$ cat config.mk
export PLATFORM = sky130hd
export DESIGN_NAME = serial_subtractor
export DESIGN_NICKNAME = d
export VERILOG_FILES = /design/src/rtl/arith_pkg.sv /design/src/rtl/full_subtractor_bit.sv /design/src/rtl/serial_subtractor.sv
export SDC_FILE = /design/constraint.sdc
export NUM_CORES = 1
export LEC_CHECK = 0
export CAP_MARGIN = 20
export CORE_UTILIZATION = 54
export DETAILED_ROUTE_END_ITERATION = 10
export GPL_ROUTABILITY_DRIVEN = 0
export MAX_ROUTING_LAYER = met4
export PLACE_DENSITY = 0.82
export SLEW_MARGIN = 10
export SYNTH_ARGS = -nofsm -noshare
export SYNTH_HDL_FRONTEND = slang
export SYNTH_HIERARCHICAL = 1
export SYNTH_SLANG_ARGS = --single-unit
$ cat constraint.sdc
create_clock -name clk -period 2.6 [get_ports clk]
set_input_delay 0.52 -clock clk [delete_from_list [all_inputs] [get_ports clk]]
set_output_delay 0.52 -clock clk [all_outputs]
set_load 0.1 [all_outputs]
$ cat src/rtl/arith_pkg.sv
// Shared arithmetic-library definitions: FSM state encoding and the default width
// for the arithmetic blocks.
package arith_pkg;

  localparam int ARITH_WIDTH_DEF = 4;

  typedef enum logic [1:0] {
    S_IDLE  = 2'b00,
    S_SHIFT = 2'b01,
    S_DONE  = 2'b10
  } state_t;

endpackage

$ cat src/rtl/full_subtractor_bit.sv
// Combinational 1-bit full subtractor cell: d = x - y - bi, with bo the borrow-out.
// Used by the bit-serial subtractor, and usable as the cell of a ripple subtractor.
module full_subtractor_bit (
  input  logic x,
  input  logic y,
  input  logic bi,
  output logic d,
  output logic bo
);

  assign d  = x ^ y ^ bi;
  assign bo = (~x & y) | (~(x ^ y) & bi);

endmodule

$ cat src/rtl/serial_subtractor.sv
// Bit-serial subtractor {bout, diff} = a - b - bin, LSB first, with a start/busy/done handshake.
// Define SERIAL_SUB_SIGNED_OVF_EN to build the signed-overflow flag; otherwise ovf is tied to 0.
module serial_subtractor
  import arith_pkg::*;
#(
  parameter int WIDTH = ARITH_WIDTH_DEF
) (
  input  logic             clk,
  input  logic             rst_n,
  input  logic             start,
  input  logic [WIDTH-1:0] a,
  input  logic [WIDTH-1:0] b,
  input  logic             bin,
  output logic             busy,
  output logic             done,
  output logic [WIDTH-1:0] diff,
  output logic             bout,
  output logic             ovf
);

  localparam int CW = $clog2(WIDTH + 1);
  localparam logic [CW-1:0] CNT_LAST = CW'(WIDTH - 1);

  state_t           state_q, state_d;
  logic [WIDTH-1:0] a_sr, b_sr, res_sr, res_next;
  logic             borrow_q;
  logic [CW-1:0]    cnt_q;
  logic             done_q, bout_q;
  logic [WIDTH-1:0] diff_q;
  logic             bit_d, bit_bo;

  full_subtractor_bit u_cell (
    .x  (a_sr[0]),
    .y  (b_sr[0]),
    .bi (borrow_q),
    .d  (bit_d),
    .bo (bit_bo)
  );

  // New difference bit enters at the MSB so that after WIDTH shifts the LSB sits at bit 0.
  assign res_next = WIDTH'({bit_d, res_sr} >> 1);

  always_comb begin
    state_d = state_q;
    case (state_q)
      S_IDLE:  if (start) state_d = S_SHIFT;
      S_SHIFT: if (cnt_q == CNT_LAST) state_d = S_DONE;
      S_DONE:  state_d = S_IDLE;
      default: state_d = S_IDLE;
    endcase
  end

  always_ff @(posedge clk or negedge rst_n) begin
    if (!rst_n) begin
      state_q  <= S_IDLE;
      a_sr     <= '0;
      b_sr     <= '0;
      res_sr   <= '0;
      borrow_q <= 1'b0;
      cnt_q    <= '0;
      done_q   <= 1'b0;
      diff_q   <= '0;
      bout_q   <= 1'b0;
    end else begin
      state_q <= state_d;
      done_q  <= 1'b0;
      case (state_q)
        S_IDLE: begin
          if (start) begin
            a_sr     <= a;
            b_sr     <= b;
            borrow_q <= bin;
            cnt_q    <= '0;
          end
        end
        S_SHIFT: begin
          a_sr     <= a_sr >> 1;
          b_sr     <= b_sr >> 1;
          res_sr   <= res_next;
          borrow_q <= bit_bo;
          cnt_q    <= cnt_q + CW'(1);
        end
        S_DONE: begin
          done_q <= 1'b1;
          diff_q <= res_sr;
          bout_q <= borrow_q;
        end
        default: ;
      endcase
    end
  end

`ifdef SERIAL_SUB_SIGNED_OVF_EN
  logic a_msb_q, b_msb_q, ovf_q;

  // Operand MSBs are kept aside because the shift registers no longer hold them by DONE.
  always_ff @(posedge clk or negedge rst_n) begin
    if (!rst_n) begin
      a_msb_q <= 1'b0;
      b_msb_q <= 1'b0;
      ovf_q   <= 1'b0;
    end else begin
      if (state_q == S_IDLE && start) begin
        a_msb_q <= a[WIDTH-1];
        b_msb_q <= b[WIDTH-1];
      end
      if (state_q == S_DONE)
        ovf_q <= (a_msb_q != b_msb_q) && (res_sr[WIDTH-1] != a_msb_q);
    end
  end

  assign ovf = ovf_q;
`else
  assign ovf = 1'b0;
`endif

  assign busy = (state_q != S_IDLE);
  assign done = done_q;
  assign diff = diff_q;
  assign bout = bout_q;

endmodule

==> key figures <==
Outcome
  • Run status: finished clean

Finish
  • Most frequent cells in the layout: dfrtp_1, inv_1, clkdlybuf4s50_1, mux2_2, buf_4
  • Antenna cells: 0
  • Fin nets: 123
  • FILL cells: 154
  • Layout area overhead: 18.9%
  • Commonest non-fill, non-tap cell in the layout: dfrtp_1
  • Share of layout cells above drive strength 1: 25.2%

Yosys
  • Largest family of logic cells by synthesized area: simple AND/OR/NAND/NOR gates
  • Xor/xnor share of the synthesized area: 0%
  • Syn nets: 104
  • Synthesized flop and latch total: 24
  • Synthesis Warnings: 6
  • Synth Area in Simple Gates: 12.8%
  • Post-synth top area share: 54.3%
  • Primary FF master, synth: dfrtp_1
  • Sequential element share of the synthesized area: 54.3%
  • Area leader, netlist: dfrtp_1
  • Asr flop ratio synth: 100%
  • Mux share of post-synthesis cell area: 10.1%
  • Post-Synth Adder-Cell Area: 4.07%
  • Cell variety after synth: 28
  • Post-synth EDFFs: 0
  • Synth area leaders: dfrtp_1, mux2_2, nor4b_1, inv_1, a211oi_1
  • Mapped cell area: 1110 um^2
  • Synth Instances: 89
  • Syn avg cell area: 12.4 um^2
  • Post-synthesis compound-gate area fraction: 10.9%

Placement
  • DP HPWL: 1220 um
  • Number of port buffers: 18

CTS
  • Postcts setup bufs: 0
  • Clk sinks: 24
  • CTS Buf Count: 3
  • CTS tree: yes
  • CTS Buffer Depth: 2
  • # H-tree levels: 1
  • Post-CTS Resized: 0
  • Clock slew at reported path FFs: 0.12 ns
  • CTS root buf: clkbuf_4
  • Cts hold-fix bufs: 0
  • Worst skew pair latency: 0.31 ns

Routing
  • 1st-iter DRT viols: 14
  • DR pass1 iterations: 4
  • Routed vias/inst: 5.37
  • Total Routed Length: 1700 um
  • Antenna Nets Post-Route: 0
  • WL/cell: 12.7 um
  • Drc violations: 0
  • Routed via count: 720

Setup path
  • Worst setup EP type: output port
  • Slowest stage delay, CP: 0.68 ns
  • Worst-path cell chain: nor2_1 -> inv_1 -> buf_4
  • Critical path class: reg2out
  • CP max-delay cell: dfrtp_1
  • CP startpoint kind: register
  • Worst-path maximum fanout: 19
  • CP delay by family, top: flip-flops
  • WP buf/inv: 2
  • Worst EP required: 2.08 ns
  • Critical Path AT: 1.54 ns

Job
  • Max Cap Viol: 0

STA
  • RSZ-0062 raised after global routing: no
  • Fin. Hold Viols: 0
  • Setup TNS: 0 ns
  • Maximum clock frequency: 486 MHz
  • Pins Over Slew Limit: 0
  • Period utilization: 79.2%
  • Setup Skew: 0.00244 ns
  • Normalized max-slew margin: 65.7%
  • Slew of the pin with the lowest slew margin: 0.515 ns
  • Post-route minimum period: 2.06 ns
  • Setup violations, final: 0

Die
  • Die Y: 47.3 um
  • # rows: 16
  • Die ar.: 2230 um^2
  • # IOs: 20
  • Initial Utilization: 57.0%
  • Die W: 47.3 um
  • Core Region: 1940 um^2

Global route
  • First-pass GRT wire length: 2720 um
  • GRT overflow: 0
  • Largest net degree at the start of global routing: 25
  • Vias in the first global route: 673
  • Initial antenna violation count: 0
  • Gr usage total: 18.7%

Worst hold path
  • Min-Delay Path Class: reg2reg
-- kinds of logic after synthesis --
logic type / Yosys count
fa+ha+maj: 3
buf+inv: 18
simple gates: 19
other cells: 1
flops: 24
compound gates: 14
mux: 10
-- path summary, 6_finish.rpt --
check / cells after the start / slack, ns / end / start
setup / recovery: 3 / 0.54 / busy / state_q[0]
hold / removal: 1 / 0.49 / cnt_q[0] / cnt_q[0]
setup reg to reg: 2 / 1.06 / res_sr[3] / state_q[0]
hold reg to reg: 1 / 0.49 / cnt_q[0] / cnt_q[0]
max in group asynchronous: 2 / 1.83 / cnt_q[2] / rst_n
min in group asynchronous: 2 / 0.55 / res_sr[0] / rst_n
-- cell type report --
class	instances	area (um^2)	share of cell area (%)
inverter	12	45.0	3.43
multi-input combinational	47	422	32.1
clock buffer	4	36.3	2.76
tap	27	33.8	2.57
sequential	24	601	45.7
timing repair buffer	20	178	13.5
-- cell usage after synthesis (2+ instances only) --
| cell type | n |
|---|---|
| inv_1 | 11 |
| mux2_2 | 9 |
| nor2b_1 | 2 |
| nand2b_1 | 3 |
| buf_2 | 4 |
| nor3b_1 | 5 |
| nor4b_1 | 5 |
| a32o_1 | 2 |
| ha_1 | 2 |
| a211oi_1 | 5 |
| dfrtp_1 | 24 |
-- metrics by stage --
step	std cells	instance area [um^2]	hold slack, ns	utilization [%]	setup slack [ns]
after floorplan	89	1110	0.224	-	0.948
after global placement	130	1280	0.467	65.9	0.698
after detailed placement	130	1280	0.485	65.9	0.689
after CTS	134	1320	0.499	67.7	0.520
after global routing	134	1320	0.534	67.7	0.430
final	134	1320	0.495	67.7	0.541
-- registers in the layout (all words and copies together) (netlist names) --
| name | cells |
|---|---|
| state_q | 2 |
| a_sr | 4 |
| borrow_q | 1 |
| b_sr | 4 |
| res_sr | 4 |
| done | 1 |
| bout | 1 |
| diff | 4 |
| cnt_q | 3 |
-- per-layer routing --
layer	up-vias	GRT usage, %	wire (um)
li1	346	-	-
met4	0	12.0	16
met2	20	30.1	868
met5	-	-	0
met3	2	3.46	61
met1	352	21.0	755
Power is not shown: default switching activity piles up to over one toggle a cycle in this logic, so the estimate is an artifact.
